### config.mk
export PLATFORM = sky130hd
export DESIGN_NAME = ps2_key_rx
export DESIGN_NICKNAME = d
export VERILOG_FILES = /design/src/rtl/ps2_key_rx_pkg.sv /design/src/rtl/ps2_key_rx_frame_rx.sv /design/src/rtl/ps2_key_rx.sv
export SDC_FILE = /design/constraint.sdc
export NUM_CORES = 1
export LEC_CHECK = 0
export CAP_MARGIN = 40
export CORE_MARGIN = 10
export CORE_UTILIZATION = 52
export DETAILED_ROUTE_END_ITERATION = 8
export GPL_ROUTABILITY_DRIVEN = 1
export PLACE_DENSITY = 0.74
export REMOVE_ABC_BUFFERS = 1
export SLEW_MARGIN = 20
export SYNTH_ARGS = -nofsm -noshare
export SYNTH_HDL_FRONTEND = slang
export SYNTH_SLANG_ARGS = --single-unit
### constraint.sdc
create_clock -name clk_i -period 1.8 [get_ports clk_i]
set_input_delay 0.36 -clock clk_i [delete_from_list [all_inputs] [get_ports clk_i]]
set_output_delay 0.36 -clock clk_i [all_outputs]
set_load 0.05 [all_outputs]
### src/rtl/ps2_key_rx_pkg.sv
// ps2_key_rx_pkg: shared PS/2 byte codes and frame receiver state encoding
package ps2_key_rx_pkg;
  localparam logic [7:0] PS2_BREAK = 8'hF0;
  localparam logic [7:0] PS2_EXT   = 8'hE0;
  typedef enum logic [1:0] {S_IDLE, S_DATA, S_PARITY, S_STOP} state_e;
endpackage

### src/rtl/ps2_key_rx_frame_rx.sv
// ps2_key_rx_frame_rx: synchronizes PS/2 pins and deserializes 11-bit frames; PS2_FILTER_EN adds a ps2_clk glitch filter
module ps2_key_rx_frame_rx
  import ps2_key_rx_pkg::*;
#(
  parameter int SYNC_STAGES    = 2,
  parameter int TIMEOUT_CYCLES = 20000
) (
  input  logic       clk_i,
  input  logic       rst_ni,
  input  logic       ps2_clk_i,
  input  logic       ps2_data_i,
  output logic [7:0] byte_o,
  output logic       byte_ok_o,
  output logic       err_o
);
  localparam int TW = $clog2(TIMEOUT_CYCLES + 1);
  localparam logic [TW-1:0] TO_LAST = TW'(TIMEOUT_CYCLES - 1);
  logic [SYNC_STAGES-1:0] cs_q, ds_q;
  logic clk_s, prev_q, fall, data;
  state_e state_q, state_d;
  logic [2:0] cnt_q, cnt_d;
  logic [7:0] sr_q, sr_d, byte_q, byte_d;
  logic par_q, par_d, ok_q, ok_d, err_q, err_d, tout;
  logic [TW-1:0] to_q, to_d;
  // Pin synchronizers; lines idle high so reset to 1 to avoid a phantom edge
  always_ff @(posedge clk_i or negedge rst_ni)
    if (!rst_ni) begin
      cs_q <= '1;
      ds_q <= '1;
    end else begin
      cs_q <= {cs_q[SYNC_STAGES-2:0], ps2_clk_i};
      ds_q <= {ds_q[SYNC_STAGES-2:0], ps2_data_i};
    end
`ifdef PS2_FILTER_EN
  logic filt_q;
  logic [2:0] fcnt_q;
  // Follow the synced clock only after it has disagreed for 8 consecutive samples
  always_ff @(posedge clk_i or negedge rst_ni)
    if (!rst_ni) begin
      filt_q <= 1'b1;
      fcnt_q <= '0;
    end else if (cs_q[SYNC_STAGES-1] != filt_q) begin
      fcnt_q <= fcnt_q + 3'd1;
      if (fcnt_q == 3'd7) filt_q <= cs_q[SYNC_STAGES-1];
    end else begin
      fcnt_q <= '0;
    end
  assign clk_s = filt_q;
`else
  assign clk_s = cs_q[SYNC_STAGES-1];
`endif
  assign fall = prev_q & ~clk_s;
  assign data = ds_q[SYNC_STAGES-1];
  assign tout = (state_q != S_IDLE) && !fall && (to_q >= TO_LAST);
  // Frame state and output registers
  always_ff @(posedge clk_i or negedge rst_ni)
    if (!rst_ni) begin
      prev_q  <= 1'b1;
      state_q <= S_IDLE;
      cnt_q   <= '0;
      sr_q    <= '0;
      par_q   <= 1'b0;
      to_q    <= '0;
      byte_q  <= '0;
      ok_q    <= 1'b0;
      err_q   <= 1'b0;
    end else begin
      prev_q  <= clk_s;
      state_q <= state_d;
      cnt_q   <= cnt_d;
      sr_q    <= sr_d;
      par_q   <= par_d;
      to_q    <= to_d;
      byte_q  <= byte_d;
      ok_q    <= ok_d;
      err_q   <= err_d;
    end
  // Next-state: shift bits on each falling edge, validate stop and parity, abort on timeout
  always_comb begin
    state_d = state_q;
    cnt_d   = cnt_q;
    sr_d    = sr_q;
    par_d   = par_q;
    byte_d  = byte_q;
    ok_d    = 1'b0;
    err_d   = 1'b0;
    to_d    = (fall || state_q == S_IDLE) ? '0 : (to_q == TO_LAST ? to_q : to_q + 1'b1);
    case (state_q)
      S_IDLE:   if (fall && !data) begin
                  state_d = S_DATA;
                  cnt_d   = '0;
                end
      S_DATA:   if (fall) begin
                  sr_d    = {data, sr_q[7:1]};
                  cnt_d   = cnt_q + 3'd1;
                  state_d = cnt_q == 3'd7 ? S_PARITY : S_DATA;
                end
      S_PARITY: if (fall) begin
                  par_d   = data;
                  state_d = S_STOP;
                end
      S_STOP:   if (fall) begin
                  state_d = S_IDLE;
                  ok_d    = data & (^{sr_q, par_q});
                  err_d   = ~ok_d;
                  byte_d  = ok_d ? sr_q : byte_q;
                end
    endcase
    if (tout) begin
      state_d = S_IDLE;
      err_d   = 1'b1;
    end
  end
  assign byte_o    = byte_q;
  assign byte_ok_o = ok_q;
  assign err_o     = err_q;
endmodule

### src/rtl/ps2_key_rx.sv
// ps2_key_rx: PS/2 keyboard receiver tracking make/break/E0 prefixes and holding the pressed scan code
module ps2_key_rx
  import ps2_key_rx_pkg::*;
#(
  parameter int SYNC_STAGES    = 2,
  parameter int TIMEOUT_CYCLES = 20000
) (
  input  logic       clk_i,
  input  logic       rst_ni,
  input  logic       ps2_clk_i,
  input  logic       ps2_data_i,
  output logic [7:0] key_stroke_o,
  output logic       key_ext_o,
  output logic       key_valid_o,
  output logic       key_release_o,
  output logic       frame_err_o
);
  logic [7:0] rx_byte, stroke_q, stroke_d;
  logic rx_ok, rx_err;
  logic brk_q, brk_d, ext_q, ext_d, kext_q, kext_d;
  logic valid_q, valid_d, rel_q, rel_d, ferr_q;
  ps2_key_rx_frame_rx #(
    .SYNC_STAGES   (SYNC_STAGES),
    .TIMEOUT_CYCLES(TIMEOUT_CYCLES)
  ) u_frame (
    .clk_i     (clk_i),
    .rst_ni    (rst_ni),
    .ps2_clk_i (ps2_clk_i),
    .ps2_data_i(ps2_data_i),
    .byte_o    (rx_byte),
    .byte_ok_o (rx_ok),
    .err_o     (rx_err)
  );
  // Prefix flags and registered key outputs
  always_ff @(posedge clk_i or negedge rst_ni)
    if (!rst_ni) begin
      brk_q    <= 1'b0;
      ext_q    <= 1'b0;
      stroke_q <= '0;
      kext_q   <= 1'b0;
      valid_q  <= 1'b0;
      rel_q    <= 1'b0;
      ferr_q   <= 1'b0;
    end else begin
      brk_q    <= brk_d;
      ext_q    <= ext_d;
      stroke_q <= stroke_d;
      kext_q   <= kext_d;
      valid_q  <= valid_d;
      rel_q    <= rel_d;
      ferr_q   <= rx_err;
    end
  // Decode accepted bytes; a break only clears the held key if it names that same key
  always_comb begin
    brk_d    = brk_q;
    ext_d    = ext_q;
    stroke_d = stroke_q;
    kext_d   = kext_q;
    valid_d  = 1'b0;
    rel_d    = 1'b0;
    if (rx_err) begin
      brk_d = 1'b0;
      ext_d = 1'b0;
    end else if (rx_ok) begin
      if (rx_byte == PS2_BREAK) brk_d = 1'b1;
      else if (rx_byte == PS2_EXT) ext_d = 1'b1;
      else begin
        brk_d   = 1'b0;
        ext_d   = 1'b0;
        valid_d = ~brk_q;
        rel_d   = brk_q;
        if (!brk_q) begin
          stroke_d = rx_byte;
          kext_d   = ext_q;
        end else if ({ext_q, rx_byte} == {kext_q, stroke_q}) begin
          stroke_d = '0;
          kext_d   = 1'b0;
        end
      end
    end
  end
  assign key_stroke_o  = stroke_q;
  assign key_ext_o     = kext_q;
  assign key_valid_o   = valid_q;
  assign key_release_o = rel_q;
  assign frame_err_o   = ferr_q;
endmodule

==> results of run 1 <==
[layout by cell type, fill, tap and decap left out, types with 4 or more instances in the layout]
cell type  instances
dfrtp_1           53
buf_4             36
nor2_1            26
xnor2_1           13
clkbuf_8          13
a22o_1            12
xor2_1            11
mux2_2            10
nand3_1            8
nand2_1            8
mux2_4             8
nor3_1             6
nand4_1            5
dfstp_2            5
a21oi_1            4
[registers in the layout, indices dropped and copies added (netlist names), 2 cells and up]
signal	flops
u_frame.cs_q	2
key_stroke_o	8
u_frame.ds_q	2
u_frame.sr_q	8
u_frame.byte_o	8
u_frame.state_q	2
u_frame.to_q	15
u_frame.cnt_q	3
[power by group through the flow]
stage	Clock (uW)	Combinational, uW	Sequential, uW
final	1110	1140	1580
after global routing	1200	1240	1600
after CTS	1140	885	1570
after detailed placement	0	886	1590
after global placement	0	868	1580
after floorplan	0	512	1580
[per-layer routing]
layer / vias to the layer above / GRT usage (%) / wire (microns)
met3: 8 / 3.658 / 149
met2: 18 / 16.89 / 2059
met4: 0 / 6.366 / 89
met1: 790 / 15.01 / 2273
li1: 853 / - / -
met5: - / 0 / 0
[through the flow]
stage / cell area [sq um] / util [%] / setup TNS (ns) / std cells
floorplan: 2536 / - / -3.253 / 205
global placement: 2928 / 61.58 / -1.370 / 311
detailed placement: 2928 / 61.58 / -1.534 / 311
CTS: 3126 / 65.74 / -1.617 / 326
global route: 3224 / 67.82 / -2.381 / 330
finish: 3224 / 67.82 / -1.678 / 330
[path summary, 6_finish.rpt]
kind,startpoint,to,slack [ns],depth (start not counted)
max,u_frame.sr_q[6],u_frame.byte_o[1],-0.22,6
min,rst_ni,u_frame.cnt_q[2],0.02,2
max reg2reg,u_frame.sr_q[6],u_frame.byte_o[1],-0.22,6
min reg2reg,u_frame.cs_q[0],u_frame.cs_q[1],0.36,0
max in group asynchronous,rst_ni,u_frame.prev_q,1.48,2
min in group clk_i,u_frame.cs_q[0],u_frame.cs_q[1],0.36,0
[worst max-delay path: stages, from the launching register on]
cell     delay, ns
dfrtp_1       0.41
xnor2_2       0.16
xnor3_1       0.44
xnor2_2       0.16
nor3b_4       0.26
buf_6         0.17
mux2_4        0.30
[layout make-up]
cell class	count	area, sq um	area share (%)
multi-input cells	145	1145	35.51
inverters	3	11.26	0.3492
clock buffers	13	178.9	5.549
flip-flops and latches	58	1458	45.21
well taps	67	83.83	2.600
clock inverters	2	10.01	0.3104
repair buffers	42	337.8	10.48
[kinds of logic (layout without fill, tap and decap cells)]
kind of cell               count (synthesis)  count (layout)  share of synthesized area, %
AOI/OAI and AO/OA                         27              27                         8.215
DFF                                       58              58                         56.97
and+or+nand+nor                           68              69                         13.94
buffers and inverters                      7              60                         1.320
muxes                                     19              19                         8.313
adders and majority gates                  3               3                         1.467
xor gates and xnor gates                  27              27                         9.780
[what timing repair did]
action	CTS	global route
setup buffers	0	2
setup endpoints to repair	14	20
pin swaps	0	6
gates resized for setup	1	16
cloned	0	2
==> impl_metrics.toml, run 1 <==
[critical_path]
worstSetupEndpointType = "flop"
startpoint_type = "flop"
path_class = "reg -> reg"
cp_max_fo = 5
cp.arrival_ns = 2.23
required_ns = 2.01

[yosys]
synth_common_cells = "53 x dfrtp_1, 26 x nor2_1, 18 x mux2_2, 15 x xnor2_1, 12 x a22o_1"
synth.avg_cell_area_sq_um = 12.24
synth_flop_cell = "dfrtp_1"
post-synth-top-count-cell = "dfrtp_1"
synthTopCellsByArea = "dfrtp_1 52%, mux2_2 7.9%, dfstp_2 5.1%"
syn_area_sq_um = 2559
yosysTopAreaCellShare_pct = 51.83
ys_seq_elements = 58
yosysWarnings = 0
synth_edf_count = 0
synthArstFlopShare_pct = 100.0
syn_inst = 209
yosysTopAreaCell = "dfrtp_1"
ys_types = 40
seq_area_frac_synth_pct = 56.97

[final_layout]
area_growth_pct = 26.01
nNetsFinal = 266
fillCellCount = 359
diodes = 0
layout-drive-gt1-share_pct = 33.46

[grt]
grt_pass1_vias = 1669
grt_pass1_wl_microns = 7824
gr-total-overflow = 0
antenna_found_initial = 0
grt_max_degree = 59
grt_use_total_pct = 11.62

[clock_network]
htreeDepth = 3
ctsHoldBuffers = 0
cts_made_buffers = 9
cts_tree = "built"
clock_latency_ns = 0.33
clkTransAtPathRegs_ns = 0.06
root_buffer = "clkbuf_8"
cts_sinks = 58
cts_max_path_buffers = 2

[pwr]
power_density_nw_per_um2 = 1189
sw_frac_of_total_pct = 25.66
p_int_uw = 2851
p_total_uw = 3834
power_leakage_uw = 0.001543
combPwrFrac_pct = 29.8
ir_drop_v = 0.0009880
power_switching_uw = 983.7
seqPwrFrac_pct = 41.2
p_clk_share_pct = 29.0

[sta]
slew_headroom_pct = 72.54
fmax_mhz = 495.0
setup_slack_ns = -0.2201
setup_violations = 8
final_max_slew_viol_count = 0
worstMarginPinSlew_ns = 0.4105
holdWs_ns = 0.01590
hold_viol = 0
min_period_ns = 2.020
rsz0062_at_grt = "true"
finClkSkew_ns = 0.008314
period_share_pct = 112.2

[detailed_routing]
avgViaCountPerCell = 5.058
vias = 1669
first_iter_violations = 100
dr.pass1.iters = 4
routedWlPerCell_microns = 13.85
ant_nets = 0
wl_microns = 4571
route.detailed.drc = 0

[job]
cap_violations = 0

[placed_design]
dp_hpwl_microns = 3076
gp_congestion = 0.7658
pre_cts_slack_ns = -0.1963
io_buffers = 15

[status]
run_status = "finished with violations"
violations = "setup timing"

[floorplanning]
die_w_microns = 90.15
coreArea_sq_um = 4755
rows = 25
chipHeight_microns = 90.15
start_util_pct = 53.82
die_area_sq_um = 8126
io_pins = 16

[worst_hold_path]
min_path_type = "in -> async"
No activity file was read; power rests on OpenSTA's default activity.
==> inputs of run 2 (changes only) <==
- SLEW_MARGIN: 20 -> 30
==> results of run 2 <==
Final layout, timing and power as in run 1 (identical DEF).
==> inputs of run 3 (changes only) <==
- CORE_ASPECT_RATIO: unset -> 0.8
==> impl_metrics.toml, run 3 (same netlist as run 1, synthesis figures left out) <==
[status]
run_status = "finished with violations"
violations = "setup timing"

[clock_network]
ctsHoldBuffers = 0
cts_max_path_buffers = 2
cts_made_buffers = 9
cts_sinks = 58
root_buffer = "clkbuf_8"
cts_tree = "built"
clock_latency_ns = 0.33
clkTransAtPathRegs_ns = 0.06
htreeDepth = 3

[critical_path]
cp_cell_sequence = "xnor2_1 -> xnor3_1 -> xnor2_2 -> nor3b_4 -> buf_6 -> mux2_4"
worstSetupEndpointType = "flop"
cpMaxStageDelayCell = "xnor3_1"
startpoint_type = "flop"
cp.arrival_ns = 2.31
cp_max_fo = 5
slowest_delay_ns = 0.47
path_class = "reg -> reg"
required_ns = 2.01

[sta]
min_period_ns = 2.101
worstMarginPinSlew_ns = 0.4440
fmax_mhz = 475.9
final_max_slew_viol_count = 0
hold_viol = 0
holdWs_ns = 0.008972
setup_violations = 9
period_share_pct = 116.7
finClkSkew_ns = 0.01069
setup_slack_ns = -0.3015
slew_headroom_pct = 70.30
rsz0062_at_grt = "true"

[grt]
grt_max_degree = 59
grt_pass1_vias = 1775
gr-total-overflow = 0
grt_pass1_wl_microns = 8100
grt_use_total_pct = 12.66
antenna_found_initial = 0

[detailed_routing]
vias = 1759
routedWlPerCell_microns = 15.49
wl_microns = 5051
ant_nets = 0
dr.pass1.iters = 4
first_iter_violations = 65
route.detailed.drc = 0
avgViaCountPerCell = 5.396

[final_layout]
nNetsFinal = 268
layout-drive-gt1-share_pct = 34.21
layout_common_cells = "53 x dfrtp_1, 38 x buf_4, 25 x nor2_1, 13 x xnor2_1"
area_growth_pct = 26.31
largest_reg_flops = 15
fillCellCount = 343
top_register = "u_frame.to_q"
diodes = 0
layout_commonest_cell = "dfrtp_1"

[floorplanning]
die_w_microns = 98.43
start_util_pct = 54.68
chipHeight_microns = 82.74
coreArea_sq_um = 4679
die_area_sq_um = 8144
io_pins = 16
rows = 22

[worst_hold_path]
min_path_type = "in -> async"

[placed_design]
io_buffers = 15
dp_hpwl_microns = 3337
gp_congestion = 0.8020
pre_cts_slack_ns = -0.1910

[pwr]
p_int_uw = 2811
sw_frac_of_total_pct = 25.95
power_density_nw_per_um2 = 1174
p_total_uw = 3796
power_leakage_uw = 0.001542
ir_drop_v = 0.0009515
p_clk_share_pct = 27.2
power_switching_uw = 984.8
combPwrFrac_pct = 31.4
seqPwrFrac_pct = 41.4

[job]
cap_violations = 0
-- run 3: changes by cell type in the layout (fill, tap and decap cells not counted), sizes merged --
cell,before,now
buf,40,42
clkinv,2,0
clkbuf,13,16
-- run 3: power groups by stage --
stage / Clock (uW) / Sequential (uW) / Combinational [uW]
2_1_floorplan: 0 / 1580 / 512
3_3_place_gp: 0 / 1580 / 885
3_5_place_dp: 0 / 1590 / 906
4_1_cts: 1070 / 1570 / 918
5_1_grt: 1140 / 1590 / 1280
6_report: 1030 / 1570 / 1190
-- run 3: timing repair --
action                                 in CTS  in global routing
buffers inserted                            0                  3
setup endpoints to repair                  18                 21
pin swaps                                   3                  5
cloned                                      0                  2
gates resized for setup                     4                 17
endpoints found under the hold margin       0                  0
-- run 3: cell type report --
type	count	area [sq um]	area share (%)
Clock buffer	16	170.2	5.265
Inverter	3	11.26	0.3484
Timing Repair Buffer	44	352.8	10.92
Sequential cell	58	1458	45.10
Tap cell	60	75.07	2.323
Multi-Input combinational cell	145	1165	36.04
-- run 3: worst max-delay path: cells and delay by family (launching register included) --
kind,cells,cell delay [ns]
DFF,1,0.39
buffers and inverters,1,0.18
muxes,1,0.30
xor gates and xnor gates,3,0.83
and+or+nand+nor,1,0.27
-- run 3: stage by stage --
stage	area [sq um]	utilization (%)	cells	TNS (ns)
floorplan	2536	-	205	-3.253
global placement	2927	62.54	305	-1.226
detailed placement	2927	62.54	305	-1.610
CTS	3122	66.71	321	-1.652
global route	3232	69.06	326	-3.079
finish	3232	69.06	326	-2.312
-- run 3: final timing paths --
kind                                     endpoint  slack (ns)            start  depth (start not counted)
worst min-delay path             u_frame.cnt_q[0]       0.009           rst_ni                          2
worst max-delay path            u_frame.byte_o[1]       -0.30  u_frame.sr_q[6]                          6
max in group asynchronous         u_frame.ds_q[0]        1.50           rst_ni                          2
min in group clk_i                u_frame.ds_q[1]        0.36  u_frame.ds_q[0]                          0
worst max register to register  u_frame.byte_o[1]       -0.30  u_frame.sr_q[6]                          6
worst min register to register    u_frame.ds_q[1]        0.36  u_frame.ds_q[0]                          0
-- run 3: routing by layer --
| metal | wire length (microns) | up-vias | global-route usage (%) |
|---|---|---|---|
| met5 | 0 | - | 0 |
| met4 | 21 | 0 | 4.714 |
| met3 | 206 | 2 | 6.058 |
| met2 | 2411 | 26 | 19.74 |
| met1 | 2413 | 883 | 15.07 |
| li1 | - | 848 | - |
